===== src/rtl/dcache_pkg.sv =====
// Shared dcache definitions: cache op encodings, rewind sequencer states
// and the request record carried on the single dcache request port.
package dcache_pkg;

    // ROB tag width carried in the request record; rewind_ctrl's
    // OOO_TAG_SIZE parameter is expected to match it.
    localparam int ROB_TAG_W = 10;

    typedef enum logic [2:0] {
        NO_OP = 3'd0,
        LD    = 3'd1,
        ST    = 3'd2,
        RD    = 3'd3,
        WR    = 3'd4,
        INV   = 3'd5,
        UPD   = 3'd6,
        WR_LD = 3'd7
    } cache_op_e;

    typedef enum logic [1:0] {
        RW_IDLE   = 2'd0,
        RW_DRAIN  = 2'd1,
        RW_REPLAY = 2'd2,
        RW_DONE   = 2'd3
    } rewind_state_e;

    typedef struct packed {
        logic [31:0]          addr;
        logic [31:0]          data;
        cache_op_e            op;
        logic [1:0]           size;
        logic [ROB_TAG_W-1:0] tag;
    } cache_req_t;

    // Builds a request record from its fields.
    function automatic cache_req_t make_req(
        input logic [31:0]          addr,
        input logic [31:0]          data,
        input cache_op_e            op,
        input logic [1:0]           size,
        input logic [ROB_TAG_W-1:0] tag
    );
        cache_req_t r;
        r.addr = addr;
        r.data = data;
        r.op   = op;
        r.size = size;
        r.tag  = tag;
        return r;
    endfunction

endpackage


===== src/rtl/cache_req_reg.sv =====
// Stall-aware output register for the dcache request port.
// Load captures a new request; while stalled the current request holds;
// once accepted with nothing new to load, valid drops (payload is kept).
// The caller must not assert i_load while a valid request is stalled.
module cache_req_reg
    import dcache_pkg::*;
(
    input  logic       clk,
    input  logic       rst,
    input  logic       i_load,
    input  cache_req_t i_req,
    input  logic       i_stall,
    output logic       o_valid,
    output cache_req_t o_req
);

    logic       r_valid;
    cache_req_t r_req;

    // Load / hold / clear of the registered request.
    always_ff @(posedge clk or posedge rst) begin
        if (rst) begin
            r_valid <= 1'b0;
            r_req   <= '0;
        end else if (i_load) begin
            r_valid <= 1'b1;
            r_req   <= i_req;
        end else if (!i_stall) begin
            r_valid <= 1'b0;
        end
    end

    assign o_valid = r_valid;
    assign o_req   = r_req;

endmodule


===== src/rtl/rewind_ctrl.sv =====
// Rewind sequencer and dcache port arbiter.
// The LSU owns the port in IDLE. A ROB resteer stalls the LSU, waits
// DRAIN_CYCLES for in-flight ops to clear, then replays every flushed
// rewind-buffer entry as a restoring store before handing the port back.
// Optional feature macro: REWIND_CTRL_PERF_EN adds two 16-bit saturating
// counters (perf_rewinds, perf_replays) as output ports.
module rewind_ctrl
    import dcache_pkg::*;
#(
    parameter int OOO_TAG_SIZE = ROB_TAG_W,
    parameter int DRAIN_CYCLES = 3
) (
    input  logic                    clk,
    input  logic                    rst,
    input  logic                    rob_resteer,
    input  logic                    rw_valid,
    input  logic                    rw_empty,
    input  logic [31:0]             rw_addr,
    input  logic [31:0]             rw_data,
    input  logic [1:0]              rw_size,
    input  logic [OOO_TAG_SIZE-1:0] rw_tag,
    output logic                    rw_dealloc,
    input  logic                    req_valid,
    input  logic [31:0]             req_addr,
    input  logic [31:0]             req_data,
    input  logic [2:0]              req_op,
    input  logic [1:0]              req_size,
    input  logic [OOO_TAG_SIZE-1:0] req_tag,
    output logic                    req_ready,
    output logic                    cache_valid,
    output logic [31:0]             cache_addr,
    output logic [31:0]             cache_data,
    output logic [2:0]              cache_op,
    output logic [1:0]              cache_size,
    output logic [OOO_TAG_SIZE-1:0] cache_tag,
    input  logic                    cache_stall,
    output logic                    rewind_busy,
    output logic                    rewind_done
`ifdef REWIND_CTRL_PERF_EN
    ,
    output logic [15:0]             perf_rewinds,
    output logic [15:0]             perf_replays
`endif
);

    localparam int CNT_W = $clog2(DRAIN_CYCLES + 1);
    localparam logic [CNT_W-1:0] CNT_LOAD = CNT_W'(DRAIN_CYCLES - 1);

    rewind_state_e    r_state;
    rewind_state_e    w_next_state;
    logic [CNT_W-1:0] r_cnt;
    logic [CNT_W-1:0] w_next_cnt;

    logic       w_pop;
    logic       w_ready;
    logic       w_done;
    logic       w_slot_free;
    logic       w_lsu_load;
    logic       w_load;
    cache_req_t w_lsu_req;
    cache_req_t w_rw_req;
    cache_req_t w_load_req;
    logic       w_out_valid;
    cache_req_t w_out_req;

    // The output slot can take a new request when empty or being accepted.
    assign w_slot_free = !w_out_valid || !cache_stall;

    // State and drain counter registers.
    always_ff @(posedge clk or posedge rst) begin
        if (rst) begin
            r_state <= RW_IDLE;
            r_cnt   <= '0;
        end else begin
            r_state <= w_next_state;
            r_cnt   <= w_next_cnt;
        end
    end

    // Next-state, drain counter and port-ownership decisions.
    always_comb begin
        w_next_state = r_state;
        w_next_cnt   = r_cnt;
        w_pop        = 1'b0;
        w_ready      = 1'b0;
        w_done       = 1'b0;
        case (r_state)
            RW_IDLE: begin
                // A resteer refuses the same-cycle LSU request.
                w_ready = !rob_resteer && w_slot_free;
                if (rob_resteer) begin
                    w_next_state = RW_DRAIN;
                    w_next_cnt   = CNT_LOAD;
                end
            end
            RW_DRAIN: begin
                if (rob_resteer) begin
                    w_next_cnt = CNT_LOAD;
                end else if (r_cnt == '0) begin
                    // Wait for any still-stalled issued request to leave.
                    if (!w_out_valid) begin
                        w_next_state = RW_REPLAY;
                    end
                end else begin
                    w_next_cnt = r_cnt - CNT_W'(1);
                end
            end
            RW_REPLAY: begin
                // A stalled cache blocks pops even with an empty slot.
                w_pop = rw_valid && !cache_stall;
                if ((rw_empty || !rw_valid) && w_slot_free) begin
                    w_next_state = RW_DONE;
                end
            end
            RW_DONE: begin
                w_done       = 1'b1;
                w_next_state = RW_IDLE;
            end
            default: begin
                w_next_state = RW_IDLE;
            end
        endcase
    end

    assign w_lsu_load = w_ready && req_valid;
    assign w_load     = w_lsu_load || w_pop;
    assign w_lsu_req  = make_req(req_addr, req_data, cache_op_e'(req_op), req_size, req_tag);
    assign w_rw_req   = make_req(rw_addr, rw_data, ST, rw_size, rw_tag);
    assign w_load_req = w_pop ? w_rw_req : w_lsu_req;

    cache_req_reg u_cache_req_reg (
        .clk     (clk),
        .rst     (rst),
        .i_load  (w_load),
        .i_req   (w_load_req),
        .i_stall (cache_stall),
        .o_valid (w_out_valid),
        .o_req   (w_out_req)
    );

    assign cache_valid = w_out_valid;
    assign cache_addr  = w_out_req.addr;
    assign cache_data  = w_out_req.data;
    assign cache_op    = w_out_req.op;
    assign cache_size  = w_out_req.size;
    assign cache_tag   = w_out_req.tag;

    assign rw_dealloc  = w_pop;
    assign req_ready   = w_ready;
    assign rewind_busy = (r_state != RW_IDLE);
    assign rewind_done = w_done;

`ifdef REWIND_CTRL_PERF_EN
    logic [15:0] r_perf_rewinds;
    logic [15:0] r_perf_replays;

    // Saturating counts of completed passes and replayed entries.
    always_ff @(posedge clk or posedge rst) begin
        if (rst) begin
            r_perf_rewinds <= '0;
            r_perf_replays <= '0;
        end else begin
            if (w_done && (r_perf_rewinds != 16'hFFFF)) begin
                r_perf_rewinds <= r_perf_rewinds + 16'd1;
            end
            if (w_pop && (r_perf_replays != 16'hFFFF)) begin
                r_perf_replays <= r_perf_replays + 16'd1;
            end
        end
    end

    assign perf_rewinds = r_perf_rewinds;
    assign perf_replays = r_perf_replays;
`endif

endmodule

===== config.mk =====
export PLATFORM = sky130hd
export DESIGN_NAME = rewind_ctrl
export DESIGN_NICKNAME = d
export VERILOG_FILES = /design/src/rtl/dcache_pkg.sv /design/src/rtl/cache_req_reg.sv /design/src/rtl/rewind_ctrl.sv
export SDC_FILE = /design/constraint.sdc
export NUM_CORES = 1
export LEC_CHECK = 0
export CELL_PAD_IN_SITES_DETAIL_PLACEMENT = 1
export CELL_PAD_IN_SITES_GLOBAL_PLACEMENT = 1
export CORE_MARGIN = 10
export CORE_UTILIZATION = 30
export DETAILED_ROUTE_END_ITERATION = 8
export DONT_BUFFER_PORTS = 1
export MAX_ROUTING_LAYER = met4
export PLACE_DENSITY = 0.63
export SETUP_SLACK_MARGIN = 0.2
export SLEW_MARGIN = 20
export SYNTH_ARGS = -nofsm -noshare
export SYNTH_HDL_FRONTEND = slang
export SYNTH_SLANG_ARGS = --single-unit
export TNS_END_PERCENT = 1

===== constraint.sdc =====
create_clock -name clk -period 2.95 [get_ports clk]
set_clock_uncertainty 0.1 [all_clocks]
set_input_delay 0.295 -clock clk [delete_from_list [all_inputs] [get_ports clk]]
set_output_delay 0.295 -clock clk [all_outputs]
set_load 0.02 [all_outputs]

# Word-level counts from Yosys, hierarchy flattened
# Cells that the tools add are included.
dict set report word_totals {
  ff_bits 84
  input_bits 162
}
dict set report classes {
  n_addsub 1
  n_eq_ne 10
  mux 16
  n_reduce_logical 17
}
# op n
set op_table {}
lappend op_table {{$mux 79} 1}
lappend op_table {{$mux 2} 8}
lappend op_table {{$ne 2x2->1 const B} 5}
lappend op_table {{$pmux 2 s4} 1}
lappend op_table {{$mux 1} 5}
lappend op_table {{$reduce_and 5->1} 1}
lappend op_table {{$eq 2x2->1 const B} 2}
lappend op_table {{$logic_and 1x1->1} 4}
lappend op_table {{$logic_not 1->1} 4}
lappend op_table {{$logic_not 2->1} 2}
lappend op_table {{$pmux 2 s2} 1}
lappend op_table {{$reduce_bool 2->1} 2}
lappend op_table {{$logic_or 1x1->1} 3}
lappend op_table {{$ne 3x3->1 const B} 1}
lappend op_table {{$reduce_and 3->1} 1}
lappend op_table {{$eq 2x1->1 const B} 1}
lappend op_table {{$ne 2x1->1 const B} 1}
lappend op_table {{$sub 2x1->2 const B} 1}

# Longest topological paths before layout
dict set report depth {
  word_depth 7
  depth_mapped 9
}

# By module
# Synthesis repeated with hierarchy kept, for this count alone.
dict set report unflattened {
  cells_unflattened 455
  area_unflattened_um2 4654.5
}
# module n_inst cells_per_inst area_per_inst_um2 seq_area_each_um2
set by_module_without_submodules {}
lappend by_module_without_submodules {cache_req_reg 1 170 3370.7 2001.9}
lappend by_module_without_submodules {rewind_ctrl 1 285 1283.7 100.1}

# Worst setup path after synthesis
# OpenSTA, ideal clock, no wires.
dict set report synth_timing {
  path_kind {flip-flop to flip-flop}
  from {reg r_state[0]}
  to {reg u_cache_req_reg.r_req (netlist bit u_cache_req_reg.o_req[1])}
  setup_time_ps 120
  arrival_ps 1577
  required_time_ps 2730
  path_slack_ps 1153
  stages_incl_launch_ff 10
  n_path_buf 3
  synth_period_minus_slack_ps 1797
  path_cell_list {dfrtp_1 inv_1 ha_1 nor2b_1 and3_1 buf_4 buf_6 buf_8 a21oi_2 a21oi_2}
}
dict set report synth_via {
  elab_chain_cells 4
  elab_cells_between_ends 7
}
# element line_no
set synth_lines {}
lappend synth_lines {{start: declaration} rewind_ctrl.sv:49} ;# rewind_state_e r_state;
lappend synth_lines {{start signal: assignment} rewind_ctrl.sv:75} ;# r_state <= w_next_state;
lappend synth_lines {{$logic_not 2->1} rewind_ctrl.sv:87} ;# case (r_state)
lappend synth_lines {{$mux 1} rewind_ctrl.sv:87}
lappend synth_lines {{$logic_and 1x1->1} rewind_ctrl.sv:125} ;# assign w_lsu_load = w_ready && req_valid;
lappend synth_lines {{$logic_or 1x1->1} rewind_ctrl.sv:126} ;# assign w_load = w_lsu_load || w_pop;
lappend synth_lines {{end signal: assignment} cache_req_reg.sv:27} ;# r_req <= i_req;
lappend synth_lines {{end: declaration} cache_req_reg.sv:18} ;# cache_req_t r_req;
# Parallel ways exist; a longest one is shown, timed or not.
# A chain may end at the register's enable or synchronous reset.

# Worst setup path after layout
dict set report layout_timing {
  from {reg r_state[0]}
  to {out req_ready}
}
dict set report layout_via {
  elab_chain_cells 2
}
# element line_no
set layout_lines {}
lappend layout_lines {{$logic_not 2->1} rewind_ctrl.sv:87}
lappend layout_lines {{$mux 1} rewind_ctrl.sv:87}
lappend layout_lines {{end: declaration} rewind_ctrl.sv:29} ;# output logic req_ready,
# No other way between the ends.

==> results by group <==
Power and ir drop
  • P per Cell Area: 1200 mW/mm²
  • Clock share of power: 21.0%
  • Logic pwr share: 24.5%
  • Reg power frac: 54.5%
  • P_int: 2970 µW
  • Leakage power total: 0.00200 µW
  • Worst vdd ir: 344 µV
  • Net Sw Power: 2420 µW
  • Switching Share: 44.9%

Worst setup path
  • Setup slack, reg-to-reg: 0.86 ns
  • CP cell instances: inv_1, ha_1, or2b_1, a21oi_1
  • Worst Setup End Kind: primary output
  • CP Launch Type: flop
  • CP required: 2.56 ns
  • Worst Path Arrival: 1.78 ns
  • CP max FO: 7
  • Number of buffer and inverter stages on the critical path: 1
  • Worst path max stage delay: 0.42 ns
  • Slowest-stage cell, CP: a21oi_1
  • Critical path class: reg2out
  • Top delay family on crit path: compound AO/OA/AOI/OAI gates

GRT
  • Pin count of the biggest net entering global routing: 80
  • First-pass GRT wire length: 21500 µm
  • M1 GR Usage: 16.4%
  • Initial antenna violation count: 0
  • GR peak layer: met2
  • Total GRT Usage: 15.5%
  • Vias in the first global route: 3791
  • Met3 Use GR: 6.60%
  • Grt ovf: 0
  • Grt met2 use: 25.0%

Timing
  • Period utilization: 73.6%
  • Slew Limit Fails: 0
  • Fin Setup TNS: 0 ns
  • Fmax: 0.460 GHz
  • Final Hold Slack: 0.0126 ns
  • Slew margin rel.: 50.5%
  • Slew @ Worst Pin: 0.741 ns
  • Final Hold Viols: 0
  • Minimum clock period: 2.17 ns
  • Final setup fails: 0
  • RSZ-0062 raised after global routing: no

Route
  • # DRC: 0
  • Initial DRC count: 175
  • WL per Instance: 22.2 µm
  • Total Wirelength: 14100 µm
  • Post-DR vias/cell: 5.31
  • Post-route ant nets: 0
  • Drt first pass iters: 4
  • Via Count: 3373

Synth
  • Register area share after synthesis: 53.2%
  • Number of flops mapped to enable cells by yosys: 0
  • Main synth FF type: dfrtp_1
  • Synth Area in Compound Gates: 22.7%
  • Syn nets: 635
  • Synth Area in Adders: 1.58%
  • FF+latch count, synth: 84
  • Unique masters post-synth: 27
  • Synth Instances: 468
  • Mux cell area share after synthesis: 0.285%
  • Post-synthesis cell area: 0.00395 mm²
  • Simple-Gate Fraction of Synth Area: 17.4%
  • YS warnings: 0
  • Average cell area after synthesis: 8.44 µm²
  • Post-synth ARST share: 100%
  • Largest family of logic cells by synthesized area: compound AO/OA/AOI/OAI gates
  • Post-synthesis xor/xnor area fraction: 0%

Floorplan
  • I/O pin count: 246
  • Horiz. Die Dim: 135 µm
  • Core area: 0.0128 mm²
  • Chip Height: 135 µm
  • Die area: 0.0182 mm²
  • Starting density of the core: 30.9%
  • Rows: 41

Place
  • GP Congestion: 0.774
  • Post-DP Area: 0.00411 mm²
  • Port bufs: 0
  • Placed cells: 613
  • Hpwl dp: 10300 µm

Clock network
  • CTS root buf: clkbuf_16
  • H-tree depth: 3
  • Postcts setup bufs: 0
  • # resized after CTS: 0
  • Clk buf depth: 2
  • Worst-skew pair later-pin latency: 0.33 ns
  • CTS tree: done
  • Clock Sink Count: 84
  • CTS clk-pin slew, worst paths: 0.06 ns
  • CTS Buf Count: 9

Layout
  • Area growth from synthesis to layout: 13.4%
  • Antenna cells: 0
  • Most frequent cells in the layout: 137 x a21oi_1, 84 x nand2_1, 84 x dfrtp_1, 79 x nor2_1, 20 x a21oi_2
  • Most common cell after layout, fill and taps aside: a21oi_1
  • Post-Layout Inst Area: 0.00448 mm²
  • Non-filler cells, final: 635
  • Ratio of cells with drive above 1 in the final layout: 9.72%
  • Fin nets: 627

Job
  • Max cap viols: 0

Worst hold path
  • HP Class: in2reg

Status
  • Status: completed
power by group through the flow:
stage | sequential (µW) | combinational (µW) | clock, µW
3_3_place_gp | 2980 | 1250 | 0
2_1_floorplan | 2760 | 1080 | 0
3_5_place_dp | 2990 | 1350 | 0
5_1_grt | 3030 | 1540 | 1230
4_1_cts | 2970 | 1350 | 1170
6_report | 2940 | 1320 | 1130
cell families after synthesis:
| logic type | count (synthesis) |
|---|---|
| and+or+nand+nor | 175 |
| AOI/OAI and AO/OA | 162 |
| DFF | 84 |
| buffers and inverters | 41 |
| adders and majority gates | 5 |
| muxes | 1 |
final timing paths:
| path | startpoint | end | cells past startpoint |
|---|---|---|---|
| max in group asynchronous | rst | u_cache_req_reg.o_req[44] | 3 |
| worst max register to register | r_state[0] | u_cache_req_reg.o_req[27] | 7 |
| worst min-delay path | rw_tag[2] | u_cache_req_reg.o_req[2] | 2 |
| worst min register to register | r_cnt[1] | r_cnt[1] | 2 |
| worst max-delay path | r_state[0] | req_ready | 4 |
| min in group asynchronous | rst | u_cache_req_reg.o_req[65] | 2 |
metrics by stage:
stage / setup slack, ns / power [µW] / util (%)
floorplan: 0.390 / 3850 / -
detailed placement: 0.846 / 4340 / 32.2
finish: 0.778 / 5390 / 35.1
CTS: 0.743 / 5500 / 35.1
global route: 0.632 / 5800 / 35.1
global placement: 0.952 / 4230 / 32.2
sequential cells by signal (all words and copies together) (netlist names):
signal	count
r_cnt	2
r_state	2
u_cache_req_reg.o_req	79
u_cache_req_reg.o_valid	1
layout make-up:
class / instances / area, µm²
Multi-Input combinational cell: 343 / 1660
Sequential cell: 84 / 2100
Timing Repair Buffer: 14 / 175
Tap cell: 172 / 215
Inverter: 8 / 31.3
Clock inverter: 2 / 35.0
Clock buffer: 12 / 256
Fill cell: 1482 / 8290
timing repair:
item / in CTS / in global routing
hold endpoints to repair: 46 / 0
setup endpoints to repair: 0 / 0
hold buffers: 8 / 0
Yosys cell counts, types with 2 or more instances:
cell | count | area, µm²
a21oi_1 | 137 | 686
a21oi_2 | 20 | 175
buf_1 | 6 | 22.5
buf_2 | 8 | 40.0
buf_4 | 2 | 15.0
clkbuf_1 | 15 | 56.3
dfrtp_1 | 84 | 2100
ha_1 | 5 | 62.6
inv_1 | 7 | 26.3
nand2_1 | 84 | 315
nand2b_1 | 2 | 12.5
nand3_1 | 4 | 20.0
nor2_1 | 79 | 297
o21ai_0 | 2 | 10.0
per-layer routing:
layer,up-vias,routed length (µm)
li1,1531,-
met4,0,279
met2,170,6960
met5,-,0
met1,1656,5210
met3,16,1630
No activity file was read; power rests on OpenSTA's default activity.
